<file path="config.mk">
export PLATFORM = sky130hd
export DESIGN_NAME = ctl_game
export DESIGN_NICKNAME = d
export VERILOG_FILES = /design/src/rtl/DH_pkg.sv /design/src/rtl/ctl_game_frame_timer.sv /design/src/rtl/ctl_game.sv
export SDC_FILE = /design/constraint.sdc
export NUM_CORES = 1
export LEC_CHECK = 0
export ABC_AREA = 1
export BUFFER_PORTS_ARGS = -buffer_cell sky130_fd_sc_hd__buf_2
export CAP_MARGIN = 20
export CORE_AREA = 2 2 96 98
export DETAILED_ROUTE_END_ITERATION = 12
export DIE_AREA = 0 0 98 100
export PLACE_DENSITY = 0.77
export SETUP_SLACK_MARGIN = 0.02
export SYNTH_ARGS = -nofsm -noshare
export SYNTH_HDL_FRONTEND = slang
export SYNTH_HIERARCHICAL = 1
export SYNTH_SLANG_ARGS = --single-unit
</file>
<file path="constraint.sdc">
create_clock -name clk -period 8.9 [get_ports clk]
set_clock_uncertainty 0.2 [all_clocks]
set_input_delay 0.89 -clock clk [delete_from_list [all_inputs] [get_ports clk]]
set_output_delay 0.89 -clock clk [all_outputs]
set_load 0.1 [all_outputs]
</file>
<file path="src/rtl/DH_pkg.sv">
// Shared definitions for the duck-hunt game controller: state encoding,
// default tuning constants and a saturating score adder.
package DH_pkg;

    typedef enum logic [2:0] {
        S_IDLE,
        S_READY,
        S_FLY,
        S_FALL,
        S_ESCAPE,
        S_ROUND_END,
        S_GAME_OVER
    } state_e;

    localparam int DEF_DUCKS_PER_ROUND = 10;
    localparam int DEF_SHOTS_PER_DUCK  = 3;
    localparam int DEF_PASS_HITS       = 6;
    localparam int DEF_MAX_ROUND       = 9;
    localparam int DEF_READY_FRAMES    = 120;
    localparam int DEF_FLY_FRAMES      = 600;
    localparam int DEF_HIT_POINTS      = 500;

    localparam int TIMER_W = 16;

    function automatic logic [15:0] sat_add16(input logic [15:0] a, input logic [15:0] b);
        logic [16:0] sum;
        sum = {1'b0, a} + {1'b0, b};
        return sum[16] ? 16'hFFFF : sum[15:0];
    endfunction

endpackage

</file>
<file path="src/rtl/ctl_game_frame_timer.sv">
// Counts new_frame pulses since the last clear; done flags the pulse that
// reaches the limit, so the owner can react on that same edge.
module ctl_game_frame_timer
    import DH_pkg::*;
(
    input  logic               clk,
    input  logic               rst,
    input  logic               clear,
    input  logic               new_frame,
    input  logic [TIMER_W-1:0] limit,
    output logic               done
);

    logic [TIMER_W-1:0] count_q;
    logic [TIMER_W-1:0] count_d;
    logic [TIMER_W:0]   count_next;

    assign count_next = {1'b0, count_q} + {{TIMER_W{1'b0}}, 1'b1};
    assign done       = new_frame && (count_next >= {1'b0, limit});

    // Saturate instead of wrapping so a long idle period cannot alias a limit.
    always_comb begin
        count_d = count_q;
        if (clear) begin
            count_d = '0;
        end else if (new_frame && !(&count_q)) begin
            count_d = count_next[TIMER_W-1:0];
        end
    end

    always_ff @(posedge clk or negedge rst) begin
        if (!rst) begin
            count_q <= '0;
        end else begin
            count_q <= count_d;
        end
    end

endmodule

</file>
<file path="src/rtl/ctl_game.sv">
// Duck-hunt game sequencer: paces ducks, tracks shots, hits, rounds and score,
// and tells the duck engine when to launch and when to flee.
module ctl_game
    import DH_pkg::*;
#(
    parameter int DUCKS_PER_ROUND = DEF_DUCKS_PER_ROUND,
    parameter int SHOTS_PER_DUCK  = DEF_SHOTS_PER_DUCK,
    parameter int PASS_HITS       = DEF_PASS_HITS,
    parameter int MAX_ROUND       = DEF_MAX_ROUND,
    parameter int READY_FRAMES    = DEF_READY_FRAMES,
    parameter int FLY_FRAMES      = DEF_FLY_FRAMES,
    parameter int HIT_POINTS      = DEF_HIT_POINTS
) (
    input  logic                       clk,
    input  logic                       rst,
    input  logic                       new_frame,
    input  logic                       start,
    input  logic                       hit,
    input  logic                       miss,
    input  logic                       duck_escaped,
    input  logic                       duck_fall_done,
    output logic                       duck_launch,
    output logic                       duck_flee,
    output logic                       duck_hit,
    output logic [1:0]                 shots_left,
    output logic [3:0]                 duck_idx,
    output logic [DUCKS_PER_ROUND-1:0] hit_mask,
    output logic [3:0]                 hit_count,
    output logic [3:0]                 round,
    output logic [15:0]                score,
    output logic                       game_over,
    output logic                       game_won
);

    localparam logic [DUCKS_PER_ROUND-1:0] MASK_ONE = DUCKS_PER_ROUND'(1);
    localparam logic [3:0]                 LAST_DUCK = 4'(DUCKS_PER_ROUND - 1);

    state_e                     state_q, state_d;
    logic                       launch_q, launch_d;
    logic                       flee_q, flee_d;
    logic                       duck_hit_q, duck_hit_d;
    logic [1:0]                 shots_q, shots_d;
    logic [3:0]                 idx_q, idx_d;
    logic [DUCKS_PER_ROUND-1:0] mask_q, mask_d;
    logic [3:0]                 count_q, count_d;
    logic [3:0]                 round_q, round_d;
    logic [15:0]                score_q, score_d;
    logic                       over_q, over_d;
    logic                       won_q, won_d;

    logic                       resolve;
    logic                       timer_clear;
    logic                       timer_done;
    logic [TIMER_W-1:0]         timer_limit;

    assign timer_limit = (state_q == S_FLY) ? TIMER_W'(FLY_FRAMES) : TIMER_W'(READY_FRAMES);
    assign timer_clear = (state_d != state_q);

    ctl_game_frame_timer u_timer (
        .clk       (clk),
        .rst       (rst),
        .clear     (timer_clear),
        .new_frame (new_frame),
        .limit     (timer_limit),
        .done      (timer_done)
    );

    always_comb begin
        state_d  = state_q;
        launch_d = 1'b0;
        flee_d   = 1'b0;
        shots_d  = shots_q;
        idx_d    = idx_q;
        mask_d   = mask_q;
        count_d  = count_q;
        round_d  = round_q;
        score_d  = score_q;
        won_d    = won_q;
        resolve  = 1'b0;

        unique case (state_q)
            S_IDLE, S_GAME_OVER: begin
                if (start) begin
                    score_d = '0;
                    mask_d  = '0;
                    count_d = '0;
                    idx_d   = '0;
                    won_d   = 1'b0;
                    round_d = 4'd1;
                    state_d = S_READY;
                end
            end
            S_READY: begin
                if (timer_done) begin
                    launch_d = 1'b1;
                    shots_d  = 2'(SHOTS_PER_DUCK);
                    state_d  = S_FLY;
                end
            end
            // Event priority is hit > escaped > miss > timeout, so a hit on
            // the last shot still drops the duck.
            S_FLY: begin
                if (hit) begin
                    mask_d  = mask_q | (MASK_ONE << idx_q);
                    count_d = count_q + 4'd1;
                    score_d = sat_add16(score_q, 16'(HIT_POINTS));
                    if (shots_q != 2'd0) begin
                        shots_d = shots_q - 2'd1;
                    end
                    state_d = S_FALL;
                end else if (duck_escaped) begin
                    resolve = 1'b1;
                end else if (miss) begin
                    if (shots_q != 2'd0) begin
                        shots_d = shots_q - 2'd1;
                    end
                    if (shots_d == 2'd0) begin
                        flee_d  = 1'b1;
                        state_d = S_ESCAPE;
                    end
                end else if (timer_done) begin
                    flee_d  = 1'b1;
                    state_d = S_ESCAPE;
                end
            end
            S_FALL: begin
                resolve = duck_fall_done;
            end
            S_ESCAPE: begin
                resolve = duck_escaped;
            end
            S_ROUND_END: begin
                if (timer_done) begin
                    if (count_q < 4'(PASS_HITS)) begin
                        won_d   = 1'b0;
                        state_d = S_GAME_OVER;
                    end else if (round_q == 4'(MAX_ROUND)) begin
                        won_d   = 1'b1;
                        state_d = S_GAME_OVER;
                    end else begin
                        round_d = round_q + 4'd1;
                        mask_d  = '0;
                        count_d = '0;
                        idx_d   = '0;
                        state_d = S_READY;
                    end
                end
            end
            default: begin
                state_d = S_IDLE;
            end
        endcase

        if (resolve) begin
            if (idx_q == LAST_DUCK) begin
                state_d = S_ROUND_END;
            end else begin
                idx_d   = idx_q + 4'd1;
                state_d = S_READY;
            end
        end

        duck_hit_d = (state_d == S_FALL);
        over_d     = (state_d == S_GAME_OVER);
    end

    always_ff @(posedge clk or negedge rst) begin
        if (!rst) begin
            state_q    <= S_IDLE;
            launch_q   <= 1'b0;
            flee_q     <= 1'b0;
            duck_hit_q <= 1'b0;
            shots_q    <= '0;
            idx_q      <= '0;
            mask_q     <= '0;
            count_q    <= '0;
            round_q    <= 4'd1;
            score_q    <= '0;
            over_q     <= 1'b0;
            won_q      <= 1'b0;
        end else begin
            state_q    <= state_d;
            launch_q   <= launch_d;
            flee_q     <= flee_d;
            duck_hit_q <= duck_hit_d;
            shots_q    <= shots_d;
            idx_q      <= idx_d;
            mask_q     <= mask_d;
            count_q    <= count_d;
            round_q    <= round_d;
            score_q    <= score_d;
            over_q     <= over_d;
            won_q      <= won_d;
        end
    end

    assign duck_launch = launch_q;
    assign duck_flee   = flee_q;
    assign duck_hit    = duck_hit_q;
    assign shots_left  = shots_q;
    assign duck_idx    = idx_q;
    assign hit_mask    = mask_q;
    assign hit_count   = count_q;
    assign round       = round_q;
    assign score       = score_q;
    assign game_over   = over_q;
    assign game_won    = won_q;

endmodule

</file>
---- Word level (Yosys, flattened, before mapping) ----
Index checks and enable logic that the tools add are counted.
word-level totals
  bits in registers ....................... 64
  input bits .............................. 8
cells by class
  add/subtract/negate cells ............... 6
  magnitude comparators ................... 2
  equal/unequal tests ..................... 20
  shift-type cells ........................ 1
  multiplexer cells ....................... 69
  bitwise operators ....................... 1
  reduce and logical (&&, ||, !) cells .... 19
operators by type and width
  cell                   number
  $mux 16                5
  $mux 10                6
  $mux 4                 15
  $mux 3                 12
  $pmux 16 s2            1
  $pmux 10 s3            1
  $mux 2                 9
  $add 16x1->17 const B  1
  $add 16x9->17 const B  1
  $ge 17x10->1           1
  $pmux 4 s2             2
  $reduce_and 16->1      1
  $pmux 3 s5             1
  $mux 1                 13
  $add 4x1->4 const B    3
  $eq 3x3->1 const B     4
  $ne 2x2->1 const B     6
  $pmux 4 s3             1
  $or 10x10->10          1
  $reduce_bool 2->1      5
  $shl 1x4->10 const A   1
  $eq 3x2->1 const B     3
  $ne 3x3->1 const B     3
  $eq 4x4->1 const B     2
  17 further kinds       20

---- Depth between registers and ports, before layout ----
  word-level depth ........................ 15
  depth in mapped cells ................... 30
  depth with buffers taken out ............ 30

---- Cells and area by module ----
The synthesis kept the hierarchy.
modules (own cells, without submodules)
  module                instances  cells an instance  area an instance (µm²)
  ctl_game              1          357                2801.4
  ctl_game_frame_timer  1          203                1516.5

---- Worst setup path before layout ----
Ideal clock, no wire load.
  path kind ............................... reg-to-reg
  from .................................... register u_timer.count_q[0]
  to ...................................... register u_timer.count_q[7]
  setup time .............................. 120 ps
  arrival time ............................ 3422 ps
  required time ........................... 8580 ps
  setup slack ............................. 5158 ps
  stages on the path, launching flop included .. 29
  buffers on the path ..................... 0
  cell sequence ........................... dfrtp_1 -> ha_1 -> nand2_2 -> nor2_4 -> nand2_4 -> nor2_1 -> nand3_1 -> nand2_1 -> inv_1 -> ha_1 -> nand2_1 -> nor2_1 -> nand2_1 -> nor2_1 -> nand2_1 -> a21oi_1 -> nand3_1 -> nor2_1 -> nor2_1 -> nand4_1 -> nand2_1 -> nand2_1 -> nand2_1 -> nand3_1 -> clkinv_1 -> nand3_4 -> inv_4 -> nand2_1 -> o21ai_2
on the way
  word-level cells in the longest chain between the ends .. 11
RTL lines
  element                                              line                        source
  from (decl)                                          ctl_game_frame_timer.sv:14  logic [TIMER_W-1:0] count_q;
  from (signal assigned)                               ctl_game_frame_timer.sv:35  count_q <= count_d;
  $add 16x1->17 (*)                                    ctl_game_frame_timer.sv:18  assign count_next = {1'b0, count_q} + {{TIMER_W{1'b0}}, 1'b1};
  $ge 17x10->1 (*)                                     ctl_game_frame_timer.sv:19  assign done = new_frame && (count_next >= {1'b0, limit});
  $logic_and 1x1->1 (*)                                ctl_game_frame_timer.sv:19
  via timer_done                                       ctl_game.sv:53              logic timer_done;
  $mux 3                                               ctl_game.sv:121             end else if (timer_done) begin
  $mux 3                                               ctl_game.sv:113             end else if (miss) begin
  $mux 3                                               ctl_game.sv:111             end else if (duck_escaped) begin
  $mux 3                                               ctl_game.sv:103             if (hit) begin
  $pmux 3 s5 (*)                                       ctl_game.sv:81              unique case (state_q)
  $mux 3 (*)                                           ctl_game.sv:154             if (resolve) begin
  $ne 3x3->1 (*)                                       ctl_game.sv:57              assign timer_clear = (state_d != state_q);
  via timer_clear                                      ctl_game.sv:52              logic timer_clear;
  $mux 16 / $reduce_bool 2->1 (equally long branches)  -
Mark *: on every way through the listed nets, which the timed path passes. The rest lies on a longest branch. The select of a mux whose other input is x is not followed.
A chain may end at the register's enable or synchronous reset.

---- Final worst setup path ----
  from .................................... register state_q[2]
  to ...................................... register u_timer.count_q[3]
on the way
  word-level cells in the longest chain between the ends .. 12
RTL lines
  element                                              line                        source
  from (decl)                                          ctl_game.sv:38              state_e state_q, state_d;
  from (signal assigned)                               ctl_game.sv:182             state_q <= state_d;
  $eq 3x2->1 (*)                                       ctl_game.sv:56              assign timer_limit = (state_q == S_FLY) ? TIMER_W'(FLY_FRAMES) : TIMER_W'(READY_FRAMES);
  $mux 10 (*)                                          ctl_game.sv:56
  via timer_limit[9]                                   ctl_game.sv:54              logic [TIMER_W-1:0] timer_limit;
  $ge 17x10->1 (*)                                     ctl_game_frame_timer.sv:19
  $logic_and 1x1->1 (*)                                ctl_game_frame_timer.sv:19
  via timer_done                                       ctl_game.sv:53
  $mux 3                                               ctl_game.sv:121
  $mux 3                                               ctl_game.sv:113
  $mux 3                                               ctl_game.sv:111
  $mux 3                                               ctl_game.sv:103
  $pmux 3 s5 (*)                                       ctl_game.sv:81
  $mux 3 (*)                                           ctl_game.sv:154
  $ne 3x3->1 (*)                                       ctl_game.sv:57
  via timer_clear                                      ctl_game.sv:52
  $mux 16 / $reduce_bool 2->1 (equally long branches)  -
Mark *: on every way through the listed nets, which the timed path passes. The rest lies on a longest branch.

==> results.yml <==
critical_path:
  cp_data_required_time_ns: 8.92
  crit_type: "reg -> reg"
  worstSetupStartpointType: "flip-flop"
  r2r_end: "u_timer/count_q[3]"
  crit_arrival_ns: 4.54
  setup.worst_path.end_class: "flip-flop"
  cp-startpoint: "state_q[2]"
  reg2reg_from: "state_q[2]"
  critPathCapture: "u_timer/count_q[3]"
  rr_worst_depth: 24
  cp_max_fo: 11
  r2r_slack_ns: 4.38
timing:
  max_freq_mhz: 221.2
  grt_setup_unrepaired: "no"
  tns_ns: 0
  hold_violations: 0
  drv_slew: 0
  setup_viol: 0
  max_slew_margin: 0.4452
  period_share: 0.5079
  period_minus_slack_ns: 4.520
  worst_pin_slew_ns: 0.8322
grt:
  grt.total_usage: 0.2051
  grt_max_degree: 64
  grt_pass1_vias: 3608
  grt_remaining_overflow: 0
  antenna_found_initial: 0
  grt_first_pass_wirelength_um: 16380
synthesis:
  syn_inst: 560
  synth_seq_area_share: 0.3654
  syn_area_um2: 4318
  yosysWarningCount: 6
  ys.flop_type: "dfrtp_1"
  synth_area_per_cell_um2: 7.711
  synthArstFlopShare: 1.000
  synth_edf_count: 0
  ys_ff_latch: 63
  synth_cell_types: 40
cells_and_area:
  diodes: 0
  fin_nets: 664
  final_cells: 745
  syn_to_final_growth_pct: 13.18
  drive_gt1_frac: 0.1877
  final_core_utilization: 0.5498
routing:
  drc: 0
  wirelength_um: 9907
  drt-initial-drc-count: 240
  vias: 3819
  detail-route-antenna-nets: 0
  drtPass1Iterations: 5
  wl_per_cell_um: 13.30
  viasPerCell: 5.126
clock_tree:
  clkLatencyLatePin_ns: 0.33
  cts_num_sinks: 63
  holdBufCountCts: 0
  path_clk_slew_ns: 0.07
  postCtsResizedCells: 0
  htreeDepth: 3
  cts_made_buffers: 9
  cts_tree: "done"
  cts.path.max_buffers: 2
  cts_root_buf: "clkbuf_8"
  cts_setup_buffers: 0
job:
  cap_viol_max_count: 0
place:
  hpwl_um: 7440
  io_buffers: 52
  dpl.cell_count: 729
  gp_congestion: 0.9568
worst_hold_path:
  hp-class: "reg -> reg"
  holdPathStages: 2
floorplanning:
  die_h_um: 100
  row_count: 35
  die_w_um: 98
  initial_core_util: 0.4857
  dieArea_um2: 9800
  placeableCoreArea_um2: 8890
  io-pin-count: 53
outcome:
  status: "finished clean"
power:
  p_leak_nw: 2.579
  ir_drop_v: 0.0002812
  power_density_nw_per_um2: 248.3
## worst max-delay path, stage by stage, from the launching register on
cell	delay, ns
dfrtp_1	0.58
inv_2	0.17
nand3_1	0.42
inv_2	0.22
inv_1	0.06
ha_1	0.27
nand2_1	0.06
nor2_1	0.12
nand2_1	0.07
nor2_1	0.10
nand2_1	0.06
a21oi_1	0.27
nand3_1	0.16
nor2_1	0.25
nor2_1	0.07
nand4_1	0.09
nand2_1	0.11
nand2_1	0.08
nand2_1	0.05
nand3_1	0.12
clkinv_1	0.34
nand3_4	0.28
inv_4	0.09
nand2_1	0.09
o21ai_2	0.06
## metrics by stage
step                      setup WS [ns]  area (µm²)  hold WS, ns  total power, mW
final                             4.380        4887       0.3160            1.214
after global routing              4.000        4887       0.3358            1.286
after CTS                         4.447        4887       0.3166            1.220
after detailed placement          4.471        4698       0.3048           0.9720
after global placement            4.560        4698       0.2994           0.9628
after floorplan                   5.158        4363       0.3040           0.8725
## worst min-delay path by stage
stage | startpoint | to | slack [ns]
6_report | hit_mask[6] | hit_mask[6] | 0.32
5_1_grt | hit_mask[6] | hit_mask[6] | 0.34
4_1_cts | hit_mask[6] | hit_mask[6] | 0.32
3_5_place_dp | hit_mask[6] | hit_mask[6] | 0.30
3_3_place_gp | hit_mask[9] | hit_mask[9] | 0.30
2_1_floorplan | u_timer/count_q[1] | u_timer/count_q[1] | 0.30
## sequential cells by signal, indices dropped and copies added (netlist names)
name	cells
duck_flee	1
duck_hit	1
duck_idx	4
duck_launch	1
game_over	1
game_won	1
hit_count	4
hit_mask	10
round	4
score	15
shots_left	2
state_q	3
u_timer/count_q	16
## kinds of logic (layout without fill, tap and decap cells)
group | after synthesis | in the layout | share of synthesized area
buffers and inverters | 101 | 163 | 0.09939
and+or+nand+nor | 264 | 264 | 0.3014
AOI/OAI and AO/OA | 86 | 86 | 0.1194
adders and majority gates | 27 | 27 | 0.07824
xor gates and xnor gates | 17 | 17 | 0.03448
other | 2 | 14 | 0.001739
DFF | 63 | 63 | 0.3654
## power breakdown
part | internal [mW] | switching [mW]
Combinational | 0.119 | 0.465
Clock | 0.128 | 0.118
Sequential | 0.328 | 0.0546
Total | 0.576 | 0.638
## layout by cell type, fill, tap and decap left out, drive strengths merged, types with 5 or more instances in the layout
master / n
nand2: 124
inv: 93
dfrtp: 62
nand3: 61
nor2: 57
buf: 53
o21ai: 51
ha: 27
a21oi: 22
xor2: 15
conb: 14
nand4: 11
nor3: 10
clkbuf: 10
clkinv: 5
## cell usage after synthesis, types with 6 or more instances
cell type  count  area (µm²)
a21oi_1       20       100.1
dfrtp_1       62        1551
ha_1          27       337.8
inv_1         84       315.3
inv_2          7       26.28
nand2_1      109       409.1
nand2_2        7       43.79
nand2_4        6       67.56
nand3_1       58       290.3
nand4_1       11       68.82
nor2_1        46       172.7
nor2_2         6       37.54
nor3_1         9       45.04
o21ai_0       44       220.2
o21ai_2        6       52.55
xor2_1        15       131.4
## layer usage
metal | track usage | share of wire | vias to the layer above | wire length (µm)
met1 | 0.2680 | 0.44 | 1753 | 4400
met4 | 0.07265 | 0.018 | 0 | 179
met3 | 0.04039 | 0.047 | 15 | 465
li1 | - | - | 1939 | -
met2 | 0.3419 | 0.49 | 112 | 4861
met5 | 0 | 0 | - | 0
## cell type report
class | count | area (µm²)
Tap cell | 111 | 138.9
Fill cell | 830 | 4003
Clock inverter | 6 | 61.31
Multi-Input combinational cell | 408 | 2356
Sequential cell | 63 | 1578
Clock buffer | 10 | 127.6
Inverter | 94 | 357.8
Timing Repair Buffer | 53 | 267.8
(Power assumes the default switching activity.)
